File: src/rtl/alu_res_station_pkg.sv
// Shared types and sizes for the ALU reservation station.
package alu_res_station_pkg;

  localparam int unsigned NUM_ENTRIES = 4;
  localparam int unsigned ROB_DEPTH   = 8;
  localparam int unsigned ROB_TAG_W   = 3;
  localparam int unsigned XLEN        = 32;
  localparam int unsigned SLOT_IDX_W  = $clog2(NUM_ENTRIES);
  localparam int unsigned SHAMT_W     = 5;

  // ALU operation encoding shared with the decoder
  typedef enum logic [2:0] {
    alu_add = 3'b000,
    alu_sll = 3'b001,
    alu_sra = 3'b010,
    alu_sub = 3'b011,
    alu_xor = 3'b100,
    alu_srl = 3'b101,
    alu_or  = 3'b110,
    alu_and = 3'b111
  } alu_ops;

  // One reservation station slot
  typedef struct packed {
    logic                 valid;
    alu_ops               op;
    logic [ROB_TAG_W-1:0] tag;
    logic [XLEN-1:0]      vj;
    logic [XLEN-1:0]      vk;
    logic [ROB_TAG_W-1:0] qj;
    logic [ROB_TAG_W-1:0] qk;
    logic                 qj_busy;
    logic                 qk_busy;
  } rs_entry_t;

endpackage

File: src/rtl/rs_alu.sv
// Combinational integer ALU used by the reservation station issue path.
module rs_alu
  import alu_res_station_pkg::*;
(
  input  alu_ops          op,
  input  logic [XLEN-1:0] a,
  input  logic [XLEN-1:0] b,
  output logic [XLEN-1:0] f
);

  logic [SHAMT_W-1:0] shamt;

  assign shamt = b[SHAMT_W-1:0];

  // Operation select; shifts use only the low five bits of b
  always_comb begin
    f = '0;
    case (op)
      alu_add: f = a + b;
      alu_sub: f = a - b;
      alu_xor: f = a ^ b;
      alu_or:  f = a | b;
      alu_and: f = a & b;
      alu_sll: f = a << shamt;
      alu_srl: f = a >> shamt;
      alu_sra: f = XLEN'($signed(a) >>> shamt);
      default: f = '0;
    endcase
  end

endmodule

File: src/rtl/alu_res_station.sv
// ALU reservation station: holds dispatched ops until operands are ready,
// snoops the CDB, issues one op per cycle and broadcasts the result.
module alu_res_station
  import alu_res_station_pkg::*;
(
  input  logic                 clk,
  input  logic                 rst,
  input  logic                 rs_load,
  input  alu_ops               alu_op,
  input  logic [ROB_TAG_W-1:0] rob_tag,
  input  logic [XLEN-1:0]      vj,
  input  logic [XLEN-1:0]      vk,
  input  logic [ROB_TAG_W-1:0] qj,
  input  logic [ROB_TAG_W-1:0] qk,
  input  logic                 qj_busy,
  input  logic                 qk_busy,
  output logic                 rs_full,
  input  logic                 cdb_valid,
  input  logic [ROB_TAG_W-1:0] cdb_tag,
  input  logic [XLEN-1:0]      cdb_data,
  output logic                 cdb_req,
  input  logic                 cdb_grant,
  output logic [ROB_TAG_W-1:0] cdb_tag_out,
  output logic [XLEN-1:0]      cdb_data_out,
  output logic                 set_rob_valid [ROB_DEPTH],
  input  logic                 branch_mispredict
);

  rs_entry_t            slots_q [NUM_ENTRIES];
  rs_entry_t            slots_d [NUM_ENTRIES];
  logic                 res_valid_q, res_valid_d;
  logic [ROB_TAG_W-1:0] res_tag_q, res_tag_d;
  logic [XLEN-1:0]      res_data_q, res_data_d;

  logic [NUM_ENTRIES-1:0] slot_valid;
  logic [NUM_ENTRIES-1:0] slot_ready;
  logic [SLOT_IDX_W:0]    free_sel;
  logic [SLOT_IDX_W:0]    ready_sel;
  logic                   drain;
  logic                   issue;
  rs_entry_t              issue_entry;
  rs_entry_t              new_entry;
  logic [XLEN-1:0]        alu_f;

  // Lowest set bit of v; MSB of the result flags that one was found
  function automatic logic [SLOT_IDX_W:0] lowest_set(input logic [NUM_ENTRIES-1:0] v);
    logic [SLOT_IDX_W:0] r;
    r = '0;
    for (int i = NUM_ENTRIES - 1; i >= 0; i--) begin
      if (v[i]) r = {1'b1, SLOT_IDX_W'(i)};
    end
    return r;
  endfunction

  // Per-slot occupancy and readiness from registered state
  always_comb begin
    slot_valid = '0;
    slot_ready = '0;
    for (int i = 0; i < NUM_ENTRIES; i++) begin
      slot_valid[i] = slots_q[i].valid;
      slot_ready[i] = slots_q[i].valid && !slots_q[i].qj_busy && !slots_q[i].qk_busy;
    end
  end

  assign rs_full     = &slot_valid;
  assign free_sel    = lowest_set(~slot_valid);
  assign ready_sel   = lowest_set(slot_ready);
  assign drain       = res_valid_q && cdb_grant;
  assign issue       = ready_sel[SLOT_IDX_W] && (!res_valid_q || drain);
  assign issue_entry = slots_q[ready_sel[SLOT_IDX_W-1:0]];

  rs_alu u_alu (
    .op (issue_entry.op),
    .a  (issue_entry.vj),
    .b  (issue_entry.vk),
    .f  (alu_f)
  );

  // Incoming dispatch, with CDB bypass so a same-cycle broadcast is not lost
  always_comb begin
    new_entry         = '0;
    new_entry.valid   = 1'b1;
    new_entry.op      = alu_op;
    new_entry.tag     = rob_tag;
    new_entry.vj      = vj;
    new_entry.vk      = vk;
    new_entry.qj      = qj;
    new_entry.qk      = qk;
    new_entry.qj_busy = qj_busy;
    new_entry.qk_busy = qk_busy;
    if (cdb_valid && qj_busy && (qj == cdb_tag)) begin
      new_entry.vj      = cdb_data;
      new_entry.qj_busy = 1'b0;
    end
    if (cdb_valid && qk_busy && (qk == cdb_tag)) begin
      new_entry.vk      = cdb_data;
      new_entry.qk_busy = 1'b0;
    end
  end

  // Next state: snoop, issue, dispatch, then flush overrides everything
  always_comb begin
    slots_d     = slots_q;
    res_valid_d = res_valid_q;
    res_tag_d   = res_tag_q;
    res_data_d  = res_data_q;

    for (int i = 0; i < NUM_ENTRIES; i++) begin
      if (cdb_valid && slots_q[i].valid) begin
        if (slots_q[i].qj_busy && (slots_q[i].qj == cdb_tag)) begin
          slots_d[i].vj      = cdb_data;
          slots_d[i].qj_busy = 1'b0;
        end
        if (slots_q[i].qk_busy && (slots_q[i].qk == cdb_tag)) begin
          slots_d[i].vk      = cdb_data;
          slots_d[i].qk_busy = 1'b0;
        end
      end
    end

    if (issue) begin
      slots_d[ready_sel[SLOT_IDX_W-1:0]].valid = 1'b0;
      res_valid_d = 1'b1;
      res_tag_d   = issue_entry.tag;
      res_data_d  = alu_f;
    end else if (drain) begin
      res_valid_d = 1'b0;
    end

    if (rs_load && !rs_full) begin
      slots_d[free_sel[SLOT_IDX_W-1:0]] = new_entry;
    end

    if (branch_mispredict) begin
      for (int i = 0; i < NUM_ENTRIES; i++) slots_d[i].valid = 1'b0;
      res_valid_d = 1'b0;
      res_tag_d   = '0;
      res_data_d  = '0;
    end
  end

  // State registers
  always_ff @(posedge clk or posedge rst) begin
    if (rst) begin
      for (int i = 0; i < NUM_ENTRIES; i++) slots_q[i] <= '0;
      res_valid_q <= 1'b0;
      res_tag_q   <= '0;
      res_data_q  <= '0;
    end else begin
      for (int i = 0; i < NUM_ENTRIES; i++) slots_q[i] <= slots_d[i];
      res_valid_q <= res_valid_d;
      res_tag_q   <= res_tag_d;
      res_data_q  <= res_data_d;
    end
  end

  assign cdb_req      = res_valid_q;
  assign cdb_tag_out  = res_tag_q;
  assign cdb_data_out = res_data_q;

  // One-hot ROB completion on a granted broadcast, suppressed during flush
  always_comb begin
    for (int i = 0; i < ROB_DEPTH; i++) begin
      set_rob_valid[i] = drain && !branch_mispredict && (res_tag_q == ROB_TAG_W'(i));
    end
  end

endmodule
File: config.mk
export PLATFORM = sky130hd
export DESIGN_NAME = alu_res_station
export DESIGN_NICKNAME = d
export VERILOG_FILES = /design/src/rtl/alu_res_station_pkg.sv /design/src/rtl/rs_alu.sv /design/src/rtl/alu_res_station.sv
export SDC_FILE = /design/constraint.sdc
export NUM_CORES = 1
export LEC_CHECK = 0
export ABC_CLOCK_PERIOD_IN_PS = 16100
export CORE_MARGIN = 4
export CORE_UTILIZATION = 60
export CTS_CLUSTER_SIZE = 28
export DETAILED_ROUTE_END_ITERATION = 16
export GPL_TIMING_DRIVEN = 1
export PLACE_DENSITY = 0.81
export RECOVER_POWER = 25
export REMOVE_ABC_BUFFERS = 1
export SYNTH_ARGS = -nofsm -noshare
export SYNTH_HDL_FRONTEND = slang
export SYNTH_SLANG_ARGS = --single-unit
File: constraint.sdc
create_clock -name clk -period 16.1 [get_ports clk]
set_input_delay 3.22 -clock clk [delete_from_list [all_inputs] [get_ports clk]]
set_output_delay 3.22 -clock clk [all_outputs]
set_load 0.005 [all_outputs]
==> qor.csv, run 1 <==
stage,metric,value,unit
detailed_routing,Met2 Routed Length,47500,um
setup_path,CP max FO,30,
min_path,worst min path class,reg -> reg,
sta,minimum clock period,9.34,ns
setup_path,crit end category,output pin,
power,Max VDD drop,0.103,mV
detailed_routing,Top Layer Used,met5,
detailed_routing,DR vias,27400,
detailed_routing,Post-DRT Antenna Nets,0,
setup_path,Worst path top cell family by delay,buffers and inverters,
sta,Max Slew Vio Count,171,
global_route,pin count of the biggest net entering global routing,142,
outcome,run status,finished with violations,
power,sw power,1.78,mW
sta,Final Worst Setup Slack,6.76,ns
power,sequential share of power,0.291,
sta,Max-slew headroom,-3.55,
clock_network,"Clk Latency, worst-skew pair",0.58,ns
sta,Final Cycle Share,0.580,
synth,YS warnings,0,
power,internal power,2.32,mW
detailed_routing,DRC violations left,0,
synth,synthesis-stage register bit count,352,
sta,worst-margin pin slew,6.78,ns
global_route,initial antenna violation count,1,
global_route,first-pass GRT wire length,163000,um
synth,Post-Syn Instances,3134,
floorplan,# IOs,164,
detailed_routing,routed wl met3,14700,um
power,P_leak,12.4,nW
outcome,failing checks,"max-capacitance violations, max-slew violations",
setup_path,startpoint types,primary input,
detailed_routing,drt wl/cell,29.8,um
setup_path,slowest CP cell,clkbuf_1,
clock_network,TritonCTS clock tree,done,
power,Clk pwr share,0.237,
placed_design,pre-CTS setup slack,7.58,ns
floorplan,Die ar.,45800,um^2
synth,post-synthesis async set-or-reset flop share,1.00,
global_route,number of global-route vias before repair,26000,
clock_network,CTS buffer count,39,
finish,P&R area growth vs syn,12.2,%
setup_path,Max stage delay on crit path,1.46,ns
floorplan,Core ar.,41900,um^2
detailed_routing,met1 wire length,37900,um
detailed_routing,drt first pass iters,11,
setup_path,required time of the critical path,12.88,ns
placed_design,GPL Wtd Cong,1.10,
synth,Mapped Avg Cell Area,8.13,um^2
sta,RSZ-0062 raised after global routing,no,
floorplan,Die Span Y,214,um
clock_network,cts repair resizes,0,
floorplan,Die W,214,um
clock_network,Max clock buf depth,3,
synth,number of synthesized flops with an enable pin,0,
setup_path,WS Path Type,in -> out,
finish,layout cells sized above 1,0.0713,
clock_network,number of setup buffers added after CTS,0,
setup_path,"critical path, cell by cell",dlygate4sd3_1 -> clkbuf_1 -> or3_1 -> nor3_1 -> clkdlybuf4s50_1,
clock_network,H-tree depth,2,
power,Sw Ratio,0.434,
placed_design,IO Port Bufs,163,
synth,main flop type after synthesis,dfrtp_1,
sta,Setup Skew,0.0318,ns
finish,Non-Filler Instances,3697,
setup_path,Critical path buffers and inverters,3,
finish,fin nets,3345,
clock_network,Clock Tree Root,clkbuf_16,
floorplan,FP Rows,75,
synth,"Seq/Total Area, Yosys",0.346,
floorplan,Initial Util,0.607,
clock_network,clock sink count,352,
power,Logic pwr share,0.473,
global_route,Congestion Overflow GR,0,
setup_path,Worst Path Arrival,6.12,ns
synth,cell area after synthesis,25500,um^2
sta,highest clock rate,107,MHz
synth,Netlist cell types,97,
detailed_routing,total wire length,110000,um
detailed_routing,First DRT Iteration DRCs,4989,
power,PD cells,143,nW/um^2
clock_network,# hold bufs at CTS,0,
placed_design,post-DP HPWL,73500,um
flow_run,max_cap viols,2,
sta,final setup vio count,0,
sta,Setup TNS,0,ns
sta,Final Hold Viols,0,
clock_network,Worst-path clk slew,0.06,ns
placed_design,Placed Instances,3626,
detailed_routing,Vias/cell,7.41,
global_route,GRT Util Overall,0.457,
## sequential cells by signal, summed over array words and instances, names as in the netlist
name,cells
cdb_req,1
slots_q,312
cdb_tag_out,3
slot_valid,4
cdb_data_out,32
## path summary, 6_finish.rpt
check                                  startpoint                to  slack, ns  depth (start not counted)
worst max-delay path            branch_mispredict  set_rob_valid[7]       6.76                          5
worst min-delay path                  slots_q[73]       slots_q[73]       0.47                          2
worst max register to register      slot_valid[2]  cdb_data_out[25]       7.15                         21
worst min register to register        slots_q[73]       slots_q[73]       0.47                          2
max in group asynchronous                     rst      slots_q[314]       7.79                          3
min in group asynchronous                     rst      slots_q[134]       5.26                          2
## layer usage
| metal | GRT usage | vias up |
|---|---|---|
| met4 | 0.316 | 2 |
| met1 | 0.562 | 12900 |
| met2 | 0.699 | 2532 |
| met3 | 0.126 | 653 |
| li1 | - | 11300 |
| met5 | 0 | - |
## cell type report
cell class | count | area [um^2]
Multi-Input combinational cell | 2429 | 15300
Fill cell | 3402 | 13400
Sequential cell | 352 | 8810
Timing Repair Buffer | 225 | 2090
Clock buffer | 55 | 1120
Tap cell | 539 | 674
Inverter | 81 | 308
Clock inverter | 15 | 246
Antenna cell | 1 | 2.50
## synth_stat cells, drive strengths merged, types with 16 or more instances
library cell / instances / area (um^2)
a211oi: 25 / 188
a21oi: 89 / 449
a221oi: 22 / 199
a2bb2oi: 28 / 258
a311o: 18 / 180
a311oi: 37 / 324
a31oi: 16 / 115
a32oi: 18 / 263
buf: 114 / 576
clkbuf: 158 / 593
dfrtp: 352 / 8810
ha: 97 / 1210
inv: 81 / 307
mux2: 30 / 338
mux2i: 140 / 1400
nand2: 279 / 1050
nand2b: 31 / 194
nand3: 36 / 180
nor2: 667 / 2510
nor3: 35 / 180
nor4bb: 54 / 541
o211ai: 26 / 195
o21a: 18 / 135
o21ai: 171 / 856
o221ai: 27 / 243
o22ai: 279 / 1750
xnor2: 53 / 472
xor2: 37 / 324
## cell families after synthesis
| family | count (synthesis) | synth area share |
|---|---|---|
| AND/OR/NAND/NOR | 1182 | 0.207 |
| AO/OA/AOI/OAI | 888 | 0.241 |
| adder cells (fa/ha/maj) | 98 | 0.0484 |
| multiplexers | 171 | 0.0691 |
| flip-flops | 352 | 0.346 |
| XOR/XNOR | 90 | 0.0312 |
| buffers and inverters | 353 | 0.0579 |
## worst min-delay path, stage by stage, from the launching register on
cell     delay (ns)
dfrtp_1        0.34
nand2_1        0.05
nand2_1        0.05
## power by group through the flow
stage | Combinational (mW) | Clock [mW] | Sequential [mW]
floorplan | 1.17 | 0 | 1.18
global placement | 1.81 | 0 | 1.18
detailed placement | 1.83 | 0 | 1.20
CTS | 1.84 | 0.966 | 1.18
global route | 2.02 | 1.01 | 1.21
finish | 1.94 | 0.971 | 1.19
## stage by stage
step / instance area (um^2) / power, mW / utilization / hold WS, ns
2_1_floorplan: 24300 / 2.35 / - / 0.438
3_3_place_gp: 27200 / 2.99 / 0.649 / 0.456
3_5_place_dp: 27200 / 3.03 / 0.649 / 0.462
4_1_cts: 28600 / 3.99 / 0.682 / 0.477
5_1_grt: 28600 / 4.24 / 0.681 / 0.496
6_report: 28600 / 4.10 / 0.681 / 0.473
## cells in the final DEF, fill, tap and decap left out, types with 8 or more instances in the layout
master	instances
o221ai_1	26
buf_4	57
dlygate4sd3_1	8
o21ai_0	165
o31ai_1	11
nor4_1	11
inv_1	76
nor2_1	665
a21o_1	12
nand2_2	13
xnor2_1	52
nand2b_1	31
a22oi_1	15
a21oi_1	87
nor3_1	34
a31oi_1	15
dfrtp_1	350
a2bb2oi_1	25
nand3_1	36
o211ai_1	26
clkdlybuf4s50_1	155
ha_1	97
mux2_2	29
o2bb2ai_1	13
nand2_1	266
nand4_1	14
o22ai_1	279
mux2i_1	140
a211oi_1	25
and3_1	9
clkbuf_16	40
nor4bb_1	54
xor2_1	37
o21a_1	13
a311oi_1	37
a311o_1	18
a221oi_1	21
clkbuf_1	13
No activity file was read; power rests on OpenSTA's default activity.
==> run 2: changes to the inputs <==
--- a/config.mk
+++ b/config.mk
@@ -5,13 +5,13 @@
 export SDC_FILE = /design/constraint.sdc
 export NUM_CORES = 1
 export LEC_CHECK = 0
-export ABC_CLOCK_PERIOD_IN_PS = 16100
+export ABC_CLOCK_PERIOD_IN_PS = 8200
 export CORE_MARGIN = 4
-export CORE_UTILIZATION = 60
+export CORE_UTILIZATION = 55
 export CTS_CLUSTER_SIZE = 28
 export DETAILED_ROUTE_END_ITERATION = 16
 export GPL_TIMING_DRIVEN = 1
-export PLACE_DENSITY = 0.81
+export PLACE_DENSITY = 0.78
 export RECOVER_POWER = 25
 export REMOVE_ABC_BUFFERS = 1
 export SYNTH_ARGS = -nofsm -noshare
==> constraint.sdc (replaced) <==
create_clock -name clk -period 8.2 [get_ports clk]
set_input_delay 1.64 -clock clk [delete_from_list [all_inputs] [get_ports clk]]
set_output_delay 1.64 -clock clk [all_outputs]
set_load 0.005 [all_outputs]
==> run 2 against run 1 <==
  * The flow still finishes with violations (max-capacitance violations, max-slew violations)
  * Total power is 95% higher
  * Clock skew is 0.0033 ns lower
  * Global-route usage is 1.2 points lower
  * Via count is 0.34% lower
  * Utilization is 5.2 points lower
  * Die area is 8.7% higher
  * Setup slack worse by 5.4 ns
  * Count of clock-buffer cells in the layout is 1 higher
  * Final cell count is 1.9% higher
  * Final area is 0.38% higher
  * Highest routed layer unchanged
==> qor.csv, run 2 (synthesis gave the netlist of run 1 again) <==
stage,metric,value,unit,change
setup_path,CP max FO,24,,was 30
sta,Setup Skew,0.0285,ns,was 0.0318 ns
outcome,run status,finished with violations,,unchanged
sta,Final Worst Setup Slack,1.37,ns,was 6.76 ns
detailed_routing,Post-DRT Antenna Nets,0,,unchanged
sta,RSZ-0062 raised after global routing,no,,unchanged
global_route,GRT Util Overall,0.444,,was 0.457
sta,Max-slew headroom,-1.50,,was -3.55
sta,highest clock rate,146,MHz,
setup_path,required time of the critical path,8.64,ns,was 12.88 ns
setup_path,WS Path Type,reg -> reg,,was in -> out
min_path,worst min path class,reg -> reg,,unchanged
placed_design,GPL Wtd Cong,1.04,,was 1.10
floorplan,Core ar.,45600,um^2,"was 41,900 um^2"
clock_network,Clock Tree Root,clkbuf_16,,unchanged
clock_network,Max clock buf depth,3,,unchanged
finish,P&R area growth vs syn,12.6,%,was 12.2%
clock_network,CTS buffer count,41,,was 39
finish,Non-Filler Instances,3769,,"was 3,697"
outcome,failing checks,"max-capacitance violations, max-slew violations",,unchanged
global_route,first-pass GRT wire length,170000,um,"was 163,000 um"
finish,final core occ,0.630,,was 0.681
sta,worst-margin pin slew,3.75,ns,was 6.78 ns
finish,"commonest non-fill, non-tap cell in the layout",nor2_1,,unchanged
power,P_leak,12.4,nW,about the same
detailed_routing,total wire length,115000,um,"was 110,000 um"
finish,max reg flops,312,,unchanged
detailed_routing,First DRT Iteration DRCs,4621,,"was 4,989"
clock_network,clock sink count,352,,unchanged
placed_design,pre-CTS setup slack,1.56,ns,was 7.58 ns
clock_network,number of setup buffers added after CTS,0,,unchanged
global_route,Congestion Overflow GR,0,,unchanged
floorplan,# IOs,164,,unchanged
finish,Reg with most FFs,slots_q,,unchanged
floorplan,FP Rows,78,,was 75
global_route,pin count of the biggest net entering global routing,150,,was 142
finish,final instance area,28700,um^2,"was 28,600 um^2"
clock_network,# hold bufs at CTS,0,,unchanged
clock_network,cts repair resizes,0,,unchanged
floorplan,Die ar.,49800,um^2,"was 45,800 um^2"
placed_design,post-DP HPWL,78600,um,"was 73,500 um"
finish,fin nets,3356,,"was 3,345"
setup_path,Worst Path Arrival,7.26,ns,was 6.12 ns
global_route,number of global-route vias before repair,26300,,"was 26,000"
placed_design,IO Port Bufs,163,,unchanged
detailed_routing,DRC violations left,0,,unchanged
setup_path,crit end category,flip-flop,,was output pin
floorplan,Die Span Y,223,um,was 214 um
sta,minimum clock period,6.83,ns,
detailed_routing,drt first pass iters,9,,was 11
finish,most frequent cells in the layout,"nor2_1, dfrtp_1, o22ai_1, nand2_1, o21ai_0",,unchanged
sta,final setup vio count,0,,unchanged
sta,Final Hold Viols,0,,unchanged
sta,Final Cycle Share,0.833,,
sta,Max Slew Vio Count,200,,was 171
clock_network,TritonCTS clock tree,done,,unchanged
setup_path,startpoint types,flip-flop,,was primary input
placed_design,Placed Instances,3696,,"was 3,626"
clock_network,"Clk Latency, worst-skew pair",0.58,ns,about the same
detailed_routing,Vias/cell,7.24,,was 7.41
global_route,initial antenna violation count,6,,was 1
floorplan,Die W,223,um,was 214 um
detailed_routing,DR vias,27300,,"was 27,400"
clock_network,Worst-path clk slew,0.06,ns,about the same
power,PD cells,279,nW/um^2,was 143 nW/um^2
placed_design,DP Area,27400,um^2,"was 27,200 um^2"
floorplan,Initial Util,0.559,,was 0.607
clock_network,H-tree depth,2,,unchanged
detailed_routing,drt wl/cell,30.6,um,was 29.8 um
power,Max VDD drop,0.191,mV,was 0.103 mV
finish,layout cells sized above 1,0.0754,,was 0.0713
flow_run,max_cap viols,3,,was 2
==> run 2: power breakdown <==
group | internal [mW] | leakage, nW | switching, mW
logic | 1.33 | 7.46 | 2.50
registers | 2.10 | 4.34 | 0.253
clock network | 1.06 | 0.635 | 0.780
total | 4.48 | 12.4 | 3.53
==> run 2: through the flow <==
stage               TNS (ns)  hold slack, ns  total power [mW]
floorplan           -1162.55           0.438              4.61
global placement           0           0.455              5.98
detailed placement         0           0.466              6.02
CTS                        0           0.480              7.84
global route               0           0.504              8.32
finish                     0           0.478              8.01
==> run 2: metal layers <==
layer,global-route usage,share of wire
met3,0.126,0.13
met5,0,0.00023
met4,0.285,0.085
met2,0.700,0.45
met1,0.536,0.34
==> run 2: worst paths after layout <==
path	start	end	slack (ns)	depth (start not counted)
max in group asynchronous	rst	slots_q[231]	2.22	3
hold / removal	slots_q[74]	slots_q[74]	0.48	2
min in group asynchronous	rst	slots_q[126]	1.77	2
hold reg to reg	slots_q[74]	slots_q[74]	0.48	2
setup reg to reg	slots_q[80]	cdb_data_out[25]	1.37	20
setup / recovery	slots_q[80]	cdb_data_out[25]	1.37	20
==> run 2: cell type report <==
cell class,count,area (um^2)
Multi-Input combinational cell,2429,15300
Clock buffer,56,1120
Tap cell,600,751
Sequential cell,352,8810
Antenna cell,1,2.50
Fill cell,3907,16900
Timing Repair Buffer,234,2180
Clock inverter,16,175
Inverter,81,314
==> run 2: critical path, cell delays in order, from the launching register on <==
cell and delay, ns:
dfrtp_2 0.41, buf_4 0.24, nor3b_4 0.82, nor2_1 0.32
a221oi_1 0.33, a2bb2oi_1 0.78, nand4_1 0.43, nand2_1 0.17
nand2_1 0.21, a21oi_1 0.22, xnor2_1 0.09, ha_1 0.37
a21oi_1 0.16, o21ai_0 0.24, a21o_1 0.25, a211oi_1 0.57
o21ai_0 0.28, a31oi_1 0.26, xnor2_1 0.15, nor2_1 0.07
a2111oi_2 0.34
